==> src/rtl/piso_serializer_if.sv <==
// Word-in / bit-out bus of the parallel-in serial-out transmitter.
// The master side supplies words and the bit strobe; the slave side is the serializer.
interface piso_serializer_if #(
    parameter int unsigned N = 8
);
    logic [N-1:0] din;
    logic         din_valid;
    logic         din_ready;
    logic         bit_en;
    logic         sout;
    logic         sout_valid;
    logic         sof;
    logic         eof;
    logic         busy;

    modport master (
        output din, din_valid, bit_en,
        input  din_ready, sout, sout_valid, sof, eof, busy
    );

    modport slave (
        input  din, din_valid, bit_en,
        output din_ready, sout, sout_valid, sof, eof, busy
    );
endinterface

==> src/rtl/piso_serializer.sv <==
// Parallel-in/serial-out transmitter: takes an N-bit word on a valid/ready handshake
// and emits one bit per bit_en strobe, flagging the first and last bit of each frame.
module piso_serializer #(
    parameter int unsigned N         = 8,
    parameter bit          MSB_FIRST = 1'b1,
    parameter bit          IDLE_BIT  = 1'b0
) (
    input  logic              clk,
    input  logic              reset,
    piso_serializer_if.slave  bus
);
    localparam int unsigned CW = $clog2(N);

    typedef enum logic {IDLE, SHIFT} state_t;

    state_t         state_q, state_d;
    logic [N-1:0]   sr_q, sr_d;
    logic [CW-1:0]  cnt_q, cnt_d;
    logic           sout_q, sout_d;
    logic           sout_valid_q, sout_valid_d;
    logic           sof_q, sof_d;
    logic           eof_q, eof_d;
    logic           last_c;
    logic           ready_c;
    logic           accept_c;

    // The last emitting cycle doubles as an accept slot so frames can run back to back.
    assign last_c   = (state_q == SHIFT) && bus.bit_en && (cnt_q == CW'(N - 1));
    assign ready_c  = (state_q == IDLE) || last_c;
    assign accept_c = bus.din_valid && ready_c;

    // State and registered outputs.
    always_ff @(posedge clk) begin
        if (reset) begin
            state_q      <= IDLE;
            sr_q         <= '0;
            cnt_q        <= '0;
            sout_q       <= IDLE_BIT;
            sout_valid_q <= 1'b0;
            sof_q        <= 1'b0;
            eof_q        <= 1'b0;
        end else begin
            state_q      <= state_d;
            sr_q         <= sr_d;
            cnt_q        <= cnt_d;
            sout_q       <= sout_d;
            sout_valid_q <= sout_valid_d;
            sof_q        <= sof_d;
            eof_q        <= eof_d;
        end
    end

    // Next-state, shift and output decode.
    always_comb begin
        state_d      = state_q;
        sr_d         = sr_q;
        cnt_d        = cnt_q;
        sout_d       = IDLE_BIT;
        sout_valid_d = 1'b0;
        sof_d        = 1'b0;
        eof_d        = 1'b0;

        case (state_q)
            IDLE: begin
                if (accept_c) begin
                    sr_d    = bus.din;
                    cnt_d   = '0;
                    state_d = SHIFT;
                end
            end
            SHIFT: begin
                if (bus.bit_en) begin
                    sout_d       = MSB_FIRST ? sr_q[N-1] : sr_q[0];
                    sout_valid_d = 1'b1;
                    sof_d        = (cnt_q == '0);
                    eof_d        = last_c;
                    sr_d         = MSB_FIRST ? {sr_q[N-2:0], 1'b0} : {1'b0, sr_q[N-1:1]};
                    cnt_d        = cnt_q + CW'(1);
                    if (last_c) begin
                        cnt_d = '0;
                        if (accept_c) begin
                            sr_d = bus.din;
                        end else begin
                            state_d = IDLE;
                        end
                    end
                end
            end
            default: state_d = IDLE;
        endcase
    end

    assign bus.din_ready  = ready_c;
    assign bus.busy       = (state_q == SHIFT);
    assign bus.sout       = sout_q;
    assign bus.sout_valid = sout_valid_q;
    assign bus.sof        = sof_q;
    assign bus.eof        = eof_q;
endmodule

==> src/flat_wrapper.sv <==
// flat-port wrapper written by rule: the top's interface ports become plain ports
module piso_serializer_flat 
#(
    parameter int unsigned N         = 8,
    parameter bit          MSB_FIRST = 1'b1,
    parameter bit          IDLE_BIT  = 1'b0
)
  (clk, reset, bus_din, bus_din_valid, bus_bit_en, bus_din_ready, bus_sout, bus_sout_valid, bus_sof, bus_eof, bus_busy);
  piso_serializer_if #(.N(N)) bus_i ();
  input  logic clk;
  input  logic reset;
  input wire logic [$bits(bus_i.din)-1:0] bus_din;
  input wire logic [$bits(bus_i.din_valid)-1:0] bus_din_valid;
  input wire logic [$bits(bus_i.bit_en)-1:0] bus_bit_en;
  output wire logic [$bits(bus_i.din_ready)-1:0] bus_din_ready;
  output wire logic [$bits(bus_i.sout)-1:0] bus_sout;
  output wire logic [$bits(bus_i.sout_valid)-1:0] bus_sout_valid;
  output wire logic [$bits(bus_i.sof)-1:0] bus_sof;
  output wire logic [$bits(bus_i.eof)-1:0] bus_eof;
  output wire logic [$bits(bus_i.busy)-1:0] bus_busy;
  assign bus_i.din = bus_din;
  assign bus_i.din_valid = bus_din_valid;
  assign bus_i.bit_en = bus_bit_en;
  assign bus_din_ready = bus_i.din_ready;
  assign bus_sout = bus_i.sout;
  assign bus_sout_valid = bus_i.sout_valid;
  assign bus_sof = bus_i.sof;
  assign bus_eof = bus_i.eof;
  assign bus_busy = bus_i.busy;
  piso_serializer #(.N(N), .MSB_FIRST(MSB_FIRST), .IDLE_BIT(IDLE_BIT)) u_core (.clk(clk), .reset(reset), .bus(bus_i));
endmodule
==> config.mk <==
export PLATFORM = sky130hd
export DESIGN_NAME = piso_serializer_flat
export DESIGN_NICKNAME = d
export VERILOG_FILES = /design/src/rtl/piso_serializer_if.sv /design/src/rtl/piso_serializer.sv /design/src/flat_wrapper.sv
export SDC_FILE = /design/constraint.sdc
export NUM_CORES = 1
export LEC_CHECK = 0
export CORE_MARGIN = 2
export CORE_UTILIZATION = 40
export CTS_CLUSTER_SIZE = 12
export DETAILED_ROUTE_END_ITERATION = 10
export PLACE_DENSITY = 0.7
export SKIP_LAST_GASP = 1
export SYNTH_ARGS = -nofsm -noshare
export SYNTH_HDL_FRONTEND = slang
export SYNTH_SLANG_ARGS = --single-unit
==> constraint.sdc <==
create_clock -name clk -period 1.7 [get_ports clk]
set_clock_uncertainty 0.15 [all_clocks]
set_input_delay 0.34 -clock clk [delete_from_list [all_inputs] [get_ports clk]]
set_output_delay 0.34 -clock clk [all_outputs]
set_load 0.1 [all_outputs]
* Word level (Yosys, flattened, before mapping)
Index checks and enable logic that the tools add are counted.
** Storage, ports and cells
- Register bits after elaboration :: 16
- Word-level logic and storage cells :: 35
** Operators by class
- Equality and inequality tests :: 3
- $add $sub $neg :: 1
- Bitwise operators :: 2
- Reduce and logical (&&, ||, !) cells :: 8
- Multiplexer cells :: 14
** Operators by type and width (number)
- $mux W8 :: 4
- $pmux W8 S2 :: 1
- $mux W3 :: 3
- $pmux W3 S2 :: 1
- $mux W1 :: 4
- $add A3 B1 Y3 const B :: 1
- $eq A3 B3 Y1 const B :: 1
- $logic_and A1 B1 Y1 :: 3
- $logic_not A3 Y1 :: 1
- $reduce_or A3 Y1 :: 1
- $ne A2 B1 Y1 const B :: 1
- $ne A2 B2 Y1 const B :: 1
- $not A1 Y1 :: 2
- $pmux W1 S2 :: 1
- $reduce_and A2 Y1 :: 1
- $reduce_or A2 Y1 :: 1
- $logic_or A1 B1 Y1 :: 1

* Longest topological paths before layout
Gate-level depths: netlist (run 1).
- Depth in word-level cells :: 8
- Gate-level depth with buffers :: 6

* Least setup slack after synthesis (run 1)
Ideal clock, no wire load.
- Path kind :: reg-to-output
- Start point :: reg u_core.state_q (netlist: u_core.bus.busy)
- End point :: out bus_din_ready
- Stages on the path, launching flop included :: 4
- Arrival :: 2.040 ns
- Data required time :: 1.210 ns
- Slack :: -0.830 ns
- Cell sequence :: dfxtp_1 -> buf_6 -> clkbuf_1 -> nand2_1
** On the way
- Word-level cells in the longest chain between the ends :: 3
- Elaborated cells between the ends (all ways) :: 4
- Classes of those cells :: bitwise: 1; reduce/logical: 3
** Ends and longest elaborated chain
- start, declared :: line piso_serializer.sv:16 : state_t state_q, state_d;
- start signal, assigned :: line piso_serializer.sv:43 : state_q <= state_d;
- $logic_and A1 B1 Y1 (2 in a row) :: line piso_serializer.sv:28 : assign last_c = (state_q == SHIFT) && bus.bit_en && (cnt_q == CW'(N - 1));
- $logic_or A1 B1 Y1 * :: line piso_serializer.sv:29 : assign ready_c = (state_q == IDLE) || last_c;
- end, declared :: line flat_wrapper.sv:15 : output wire logic [$bits(bus_i.din_ready)-1:0] bus_din_ready;
Mark *: on every way between the ends. The rest lies on a longest branch, timed or not.

* Worst setup path in the final report (run 1)
- Start point :: reg u_core.cnt_q[0]
- End point :: out bus_din_ready
** On the way
- Word-level cells in the longest chain between the ends :: 3
** Ends and longest elaborated chain
- start, declared :: line piso_serializer.sv:18 : logic [CW-1:0] cnt_q, cnt_d;
- start signal, assigned :: line piso_serializer.sv:45 : cnt_q <= cnt_d;
- $eq A3 B3 Y1 :: line piso_serializer.sv:28
- $logic_and A1 B1 Y1 :: line piso_serializer.sv:28
- $logic_or A1 B1 Y1 :: line piso_serializer.sv:29
Every way passes these cells.

==> results of run 1 <==
## routing by layer
metal	routed length (um)	share of wire [%]
met5	0	0
met4	17	1.0
met3	56	3.4
met2	808	49
met1	755	46
## Yosys cell counts (all sizes together), types with 2 or more instances
cell | number | area [sq um]
dfxtp | 16 | 320
nor2 | 10 | 37.5
nand3 | 8 | 40.0
a311oi | 7 | 67.6
o21ai | 7 | 35.0
nand2 | 6 | 22.5
a21oi | 4 | 20.0
buf | 3 | 30.0
ha | 3 | 37.5
inv | 3 | 11.3
and2 | 2 | 12.5
clkbuf | 2 | 7.51
## area by class of cell
| class | count | area (sq um) | area share (%) |
|---|---|---|---|
| Clock buffer | 4 | 36.3 | 3.33 |
| Inverter | 3 | 11.3 | 1.03 |
| Multi-Input combinational cell | 55 | 394 | 36.2 |
| Sequential cell | 16 | 327 | 30.0 |
| Tap cell | 25 | 31.3 | 2.87 |
| Timing Repair Buffer | 25 | 289 | 26.6 |
## flip-flops by register name, indices dropped and copies added (netlist names)
| signal | count |
|---|---|
| u_core.bus.sout | 1 |
| u_core.bus.eof | 1 |
| u_core.bus.sout_valid | 1 |
| u_core.cnt_q | 3 |
| u_core.sr_q | 8 |
| u_core.bus.busy | 1 |
| u_core.bus.sof | 1 |
## final timing paths
kind | end | slack [ns] | cells after the start
worst max-delay path | bus_din_ready | -0.02 | 5
worst min-delay path | u_core.bus.sout$_SDFF_PP0_ | 0.32 | 1
worst max register to register | u_core.sr_q[3]$_SDFFE_PP0P_ | 0.12 | 6
worst min register to register | u_core.bus.sout$_SDFF_PP0_ | 0.32 | 1
## worst reg2reg max path, stage by stage (launching register included)
cell and delay, ns:
dfxtp_2 0.37, ha_4 0.14, ha_4 0.14, buf_4 0.13, and3_4 0.23, o21ai_0 0.09, a311oi_1 0.26
## kinds of logic (layout without fill, tap and decap cells)
logic type	Yosys count	count (layout)
AO/OA/AOI/OAI	20	20
flip-flops	16	16
buffers and inverters	8	32
AND/OR/NAND/NOR	30	30
adder cells (fa/ha/maj)	3	3
multiplexers	2	2
## metrics by stage
| stage | utilization, % | area [sq um] | setup slack [ns] |
|---|---|---|---|
| after floorplan | - | 726 | 0.110 |
| final | 63.7 | 1090 | -0.0243 |
| after global placement | 58.2 | 993 | -0.0893 |
| after detailed placement | 58.2 | 993 | -0.160 |
| after CTS | 63.2 | 1080 | -0.0254 |
| after global routing | 63.7 | 1090 | -0.0702 |
## power breakdown
part           switching (mW)  total [mW]  internal [mW]  leakage (nW)
sequential             0.0215       0.418          0.397         0.133
combinational          0.0920       0.171         0.0788         0.256
clock                   0.127       0.257          0.130        0.0210
## timing repair
action | in CTS | in global routing
resized for setup | 9 | 4
pin swaps | 2 | 3
buffers inserted | 2 | 0
hold buffers | 0 | 0
setup endpoints to repair | 3 | 8
==> impl_metrics.ini, run 1 <==
[floorplan]
start_util_pct = 41.8
core_area_sq_um = 1710
fp-row-count = 15
die_y_um = 46.2
die_w_um = 46.2
dieArea_sq_um = 2140
io_pins = 18

[power_and_ir_drop]
finalPower_mw = 0.846
ir_worst_vdd_uv = 427
p_leak_nw = 0.410
power.density_nw_per_um2 = 778

[global_route]
use_met1_pct = 21.6
grt_max_degree = 17
antenna_found_initial = 0
overflow = 0
grt_usage_pct = 17.8
grtUsageMet3_pct = 3.53
grt.busiest_layer = met2
grt_pass1_wl_mm = 2.73
use_met2_pct = 28.3
first_global_vias = 652

[logic_synthesis]
synth_compound_area_share_pct = 19.5
synthSimpleGateAreaFrac_pct = 20.0
synth_seq_area_share_pct = 44.9
synthXorXnorAreaFrac_pct = 0
synth_top_family_by_area = simple AND/OR/NAND/NOR gates
syn_area_per_cell_sq_um = 9.03
synth_edf_count = 0
ys_warn_count = 0
muxShareOfSynthArea_pct = 3.51
synthArstFlopShare_pct = 0
synth_fa_ha_area_share_pct = 5.26
ys_seq_elements = 16
syn_area_sq_um = 713
synth_cells = 79
ys.flop_type = dfxtp_1
syn_nets = 94
yosysUniqueCellTypes = 23

[route]
drtIter0Drc = 17
drc = 0
viasPerCell = 5.36
first_pass_iters = 4
routedWlPerCell_um = 12.8
totalWireLength_mm = 1.64
ant_nets = 0
routed-via-count = 686

[timing]
fin_ws_ns = -0.0243
min_period_over_period_pct = 101
maxSlewViolCount = 0
fin_tns_setup_ns = -0.0243
grt_setup_unrepaired = yes
maxSlewHeadroom_pct = 74.5
finalSetupViolCount = 1
max_clock_freq_ghz = 0.580
final_hold_viol_count = 0
period_needed_ns = 1.72
max_slew.worst_pin.slew_ns = 0.372
holdWs_ns = 0.318

[worst_setup_path]
crit_buf_inv = 1
end_kind = output port
path_class = flop to output port
cp-start-kind = flop
path_max_fanout = 3
slowest_delay_ns = 0.35
cp_cell_sequence = ha_4 > ha_4 > nand2_4 > nand2_4 > buf_12
reg2reg_from = u_core.cnt_q[0]$_SDFFE_PP0P_
cp_top_family = flip-flops
cp_slowest_cell = dfxtp_2
crit_required_ns = 1.21
critPathArrivalTime_ns = 1.23
startpoint = u_core.cnt_q[0]$_SDFFE_PP0P_

[placement]
gp_congestion = 0.795
dp_hpwl_mm = 1.16
io_buffers = 17
post-place-cells = 122

[clock_network]
htree_levels = 1
cts_tree = built
numClockSinks = 16
clock_latency_ns = 0.29
clk_pin_slew_ns = 0.09
cts_buffers = 3
clockBufferDepth = 2
cts.root.buffer_cell = clkbuf_4

[final_layout]
final_common_cell = dfxtp_1
n_antenna_cell = 0
final_cell_mix = dfxtp_1 (13), nor2_1 (10), clkdlybuf4s50_1 (10), buf_4 (8), nand3_1 (7)
synthToLayoutAreaGrowth_pct = 52.6
drive_gt1_share_pct = 28.2
n_fill_cell = 141
instances_no_fill = 128
nets = 119

[status]
violations = setup timing
status = finished, violations left

[run]
maxCapViolCount = 0

[worst_hold_path]
hp-class = flop to flop
hp-start = u_core.sr_q[7]$_SDFFE_PP0P_
Power figures use the tool's default switching activity.
==> inputs of run 2 (changes only) <==
--- a/config.mk
+++ b/config.mk
@@ -7,9 +7,8 @@
 export LEC_CHECK = 0
 export CORE_MARGIN = 2
 export CORE_UTILIZATION = 40
-export CTS_CLUSTER_SIZE = 12
 export DETAILED_ROUTE_END_ITERATION = 10
-export PLACE_DENSITY = 0.7
+export PLACE_DENSITY = 0.73
 export SKIP_LAST_GASP = 1
 export SYNTH_ARGS = -nofsm -noshare
 export SYNTH_HDL_FRONTEND = slang
==> impl_metrics.ini, run 2 (synthesis gave the netlist of run 1 again) <==
[status]
status = finished, violations left
violations = setup timing

[global_route]
grt_pass1_wl_mm = 2.70
first_global_vias = 624
antenna_found_initial = 0
grt_max_degree = 17
grt_usage_pct = 18.4
overflow = 0

[timing]
period_needed_ns = 1.74
grt_setup_unrepaired = yes
maxSlewHeadroom_pct = 81.5
fin_ws_ns = -0.0364
finalSetupViolCount = 1
maxSlewViolCount = 0
max_clock_freq_ghz = 0.576
max_slew.worst_pin.slew_ns = 0.275
final_hold_viol_count = 0
min_period_over_period_pct = 102

[placement]
dp_slack_ns = -0.124
dp_hpwl_mm = 1.10
io_buffers = 17
gp_congestion = 0.762

[final_layout]
drive_gt1_share_pct = 28.8
final_cell_mix = dfxtp_1 (13), nor2_1 (10), clkdlybuf4s50_1 (10), buf_4 (9), nand3_1 (7)
multi_input_area_sq_um = 394
regMostFlops = u_core.sr_q
final_common_cell = dfxtp_1
n_antenna_cell = 0
nets = 120
synthToLayoutAreaGrowth_pct = 53.7
n_fill_cell = 123
reg_top3 = u_core.sr_q x8, u_core.cnt_q x3
regArea_sq_um = 327
largest_reg_flops = 8

[route]
drc = 0
viasPerCell = 5.34
ant_nets = 0
drtIter0Drc = 28
routed-via-count = 689
totalWireLength_mm = 1.66
routedWlPerCell_um = 12.8
first_pass_iters = 4

[clock_network]
cts_tree = built
clk_pin_slew_ns = 0.10
clockBufferDepth = 2
numClockSinks = 16
cts.root.buffer_cell = clkbuf_4
htree_levels = 1
cts_buffers = 3
cts_hold_buf = 0
clock_latency_ns = 0.29

[power_and_ir_drop]
p_leak_nw = 0.415
power.density_nw_per_um2 = 773
finalPower_mw = 0.848
ir_worst_vdd_uv = 375

[floorplan]
fp-row-count = 15
io_pins = 18
die_w_um = 46.2
dieArea_sq_um = 2140
die_y_um = 46.2
core_area_sq_um = 1710
start_util_pct = 41.8

[worst_setup_path]
end_kind = output port
path_class = flop to output port
cp-start-kind = flop
rrSetupSlack_ns = 0.04
critPathArrivalTime_ns = 1.25
crit_required_ns = 1.21
path_max_fanout = 2

[run]
maxCapViolCount = 0

[worst_hold_path]
hp-class = flop to flop
[run 2: changes by cell type in the layout (fill, tap and decap cells not counted), sizes merged]
| cell | change |
|---|---|
| buf | +1 |
[run 2: worst max-delay path: stages (launching register included)]
cell and delay [ns]:
dfxtp_2 0.35, ha_4 0.16, ha_4 0.17, nand2_4 0.07
nand2_4 0.05, buf_12 0.16
[run 2: path summary, 6_finish.rpt]
check	from	end	depth (start not counted)
max	u_core.cnt_q[1]$_SDFFE_PP0P_	bus_din_ready	5
min	u_core.sr_q[0]$_SDFFE_PP0P_	u_core.sr_q[0]$_SDFFE_PP0P_	2
max reg2reg	u_core.cnt_q[1]$_SDFFE_PP0P_	u_core.cnt_q[0]$_SDFFE_PP0P_	6
min reg2reg	u_core.sr_q[0]$_SDFFE_PP0P_	u_core.sr_q[0]$_SDFFE_PP0P_	2
[run 2: metrics by stage]
| step | utilization (%) | setup TNS [ns] | hold slack (ns) | std cells | cell area (sq um) |
|---|---|---|---|---|---|
| CTS | 63.6 | -0.0413 | 0.317 | 129 | 1090 |
| global route | 64.2 | -0.147 | 0.348 | 129 | 1100 |
| finish | 64.2 | -0.0364 | 0.317 | 129 | 1100 |
| floorplan | - | 0 | 0.262 | 79 | 726 |
| detailed placement | 58.6 | -0.912 | 0.294 | 123 | 1000 |
| global placement | 58.6 | -0.535 | 0.292 | 123 | 1000 |
[run 2: per-layer routing]
layer | vias up | global-route usage, % | part of all wire [%]
met1 | 322 | 24.3 | 46
met5 | - | 0 | 0
met2 | 26 | 25.3 | 47
li1 | 337 | - | -
met3 | 4 | 7.06 | 5.3
met4 | 0 | 10.3 | 2.3
[run 2: timing repair]
item,in CTS,in global routing
buffers inserted,2,0
pin swaps,2,1
setup endpoints to repair,1,8
resized for setup,9,3
[run 2: area by class of cell]
class | count | share of cell area, %
multi-input combinational | 55 | 36.0
sequential | 16 | 29.8
timing repair buffer | 26 | 27.1
clock buffer | 4 | 3.31
tap | 25 | 2.85
inverter | 3 | 1.03
[run 2: report_power, final]
part	internal, mW	switching (mW)	total [mW]	leakage (nW)
clock network	0.131	0.127	0.258	0.0210
logic	0.0794	0.0918	0.171	0.261
registers	0.397	0.0215	0.419	0.133
==> inputs of run 3 (changes only) <==
--- a/config.mk
+++ b/config.mk
@@ -6,9 +6,10 @@
 export NUM_CORES = 1
 export LEC_CHECK = 0
 export CORE_MARGIN = 2
-export CORE_UTILIZATION = 40
+export CORE_UTILIZATION = 41
 export DETAILED_ROUTE_END_ITERATION = 10
-export PLACE_DENSITY = 0.73
+export GPL_ROUTABILITY_DRIVEN = 0
+export PLACE_DENSITY = 0.74
 export SKIP_LAST_GASP = 1
 export SYNTH_ARGS = -nofsm -noshare
 export SYNTH_HDL_FRONTEND = slang
==> impl_metrics.ini, run 3 (synthesis gave the netlist of run 1 again) <==
[status]
status = finished, violations left
violations = setup timing

[floorplan]
fp-row-count = 15
start_util_pct = 42.2
die_w_um = 45.7
io_pins = 18
dieArea_sq_um = 2090
die_y_um = 45.7
core_area_sq_um = 1690

[final_layout]
drive_gt1_share_pct = 26.5
largest_reg_flops = 8
n_antenna_cell = 0
multi_input_area_sq_um = 385
synthToLayoutAreaGrowth_pct = 50.7
nets = 118
regMostFlops = u_core.sr_q
final_core_util_pct = 63.6
final_cell_mix = dfxtp_1 (13), nor2_1 (10), clkdlybuf4s50_1 (10), nand3_1 (8), buf_12 (7)
final_common_cell = dfxtp_1
regArea_sq_um = 327
n_fill_cell = 136
reg_top3 = u_core.sr_q x8, u_core.cnt_q x3

[timing]
maxSlewHeadroom_pct = 74.2
fin_tns_setup_ns = -0.0334
max_slew.worst_pin.slew_ns = 0.377
fin_ws_ns = -0.0334
final_hold_viol_count = 0
grt_setup_unrepaired = yes
min_period_over_period_pct = 102
max_clock_freq_ghz = 0.577
period_needed_ns = 1.73
maxSlewViolCount = 0
finalSetupViolCount = 1

[clock_network]
clockBufferDepth = 2
htree_levels = 1
clk_pin_slew_ns = 0.10
cts.root.buffer_cell = clkbuf_4
numClockSinks = 16
clock_latency_ns = 0.28
cts_tree = built
cts_buffers = 3

[worst_setup_path]
end_kind = output port
reg2reg_from = u_core.cnt_q[1]$_SDFFE_PP0P_
path_max_fanout = 2
startpoint = u_core.cnt_q[1]$_SDFFE_PP0P_
crit_required_ns = 1.21
path_class = flop to output port
ff2ff_path_depth = 6
critPathArrivalTime_ns = 1.24
cp-start-kind = flop

[route]
routed-via-count = 690
viasPerCell = 5.80
totalWireLength_mm = 1.61
drtIter0Drc = 20
routedWlPerCell_um = 13.5
first_pass_iters = 4
drc = 0
ant_nets = 0

[placement]
io_buffers = 17
dp_slack_ns = -0.125
dp_hpwl_mm = 1.12

[global_route]
grt_pass1_wl_mm = 2.73
grt_max_degree = 17
antenna_found_initial = 0
overflow = 0
grt_usage_pct = 17.7
first_global_vias = 658

[worst_hold_path]
hp-start = u_core.sr_q[0]$_SDFFE_PP0P_
hp-class = flop to flop
hold_depth = 2

[power_and_ir_drop]
power.density_nw_per_um2 = 782
finalPower_mw = 0.841
p_leak_nw = 0.411
ir_worst_vdd_uv = 388

[run]
maxCapViolCount = 0
[run 3: changes by cell type in the layout (fill, tap and decap cells not counted), sizes merged]
cell	change
buf	-2
[run 3: cell type report]
cell class / instances / area share, %
inverters: 3 / 1.05
repair buffers: 24 / 27.4
clock buffers: 4 / 3.38
flip-flops and latches: 16 / 30.4
multi-input cells: 55 / 35.9
well taps: 17 / 1.98
[run 3: stage by stage]
stage / hold slack, ns / cell area, sq um / instances
floorplan: 0.262 / 726 / 79
global placement: 0.291 / 988 / 113
detailed placement: 0.295 / 988 / 113
CTS: 0.315 / 1070 / 119
global route: 0.343 / 1070 / 119
finish: 0.317 / 1070 / 119
[run 3: metal layers]
metal / GRT usage, % / share of wire (%)
met1: 23.2 / 43
met2: 28.5 / 51
met3: 2.78 / 4.8
met4: 8.00 / 0.87
met5: 0 / 0
[run 3: worst paths after layout]
check | to | slack [ns]
worst max-delay path | bus_din_ready | -0.03
worst min-delay path | u_core.sr_q[0]$_SDFFE_PP0P_ | 0.32
worst min register to register | u_core.sr_q[0]$_SDFFE_PP0P_ | 0.32
worst max register to register | u_core.sr_q[2]$_SDFFE_PP0P_ | 0.04
[run 3: timing repair]
item,4_1_cts,5_1_grt
pin swaps,2,0
cloned,0,0
gates resized for setup,9,2
endpoints found under the setup margin,8,8
hold buffers,0,0
buffers inserted,2,0
[run 3: power by group]
part	total [mW]	internal (mW)	switching, mW	leakage, nW
Combinational	0.172	0.0803	0.0916	0.257
Sequential	0.418	0.397	0.0210	0.133
Clock	0.251	0.130	0.121	0.0210
[run 3: critical path: stages (launching register included)]
cell,delay (ns)
dfxtp_2,0.35
ha_4,0.17
ha_4,0.17
nand2_4,0.07
nand2_4,0.05
buf_12,0.16
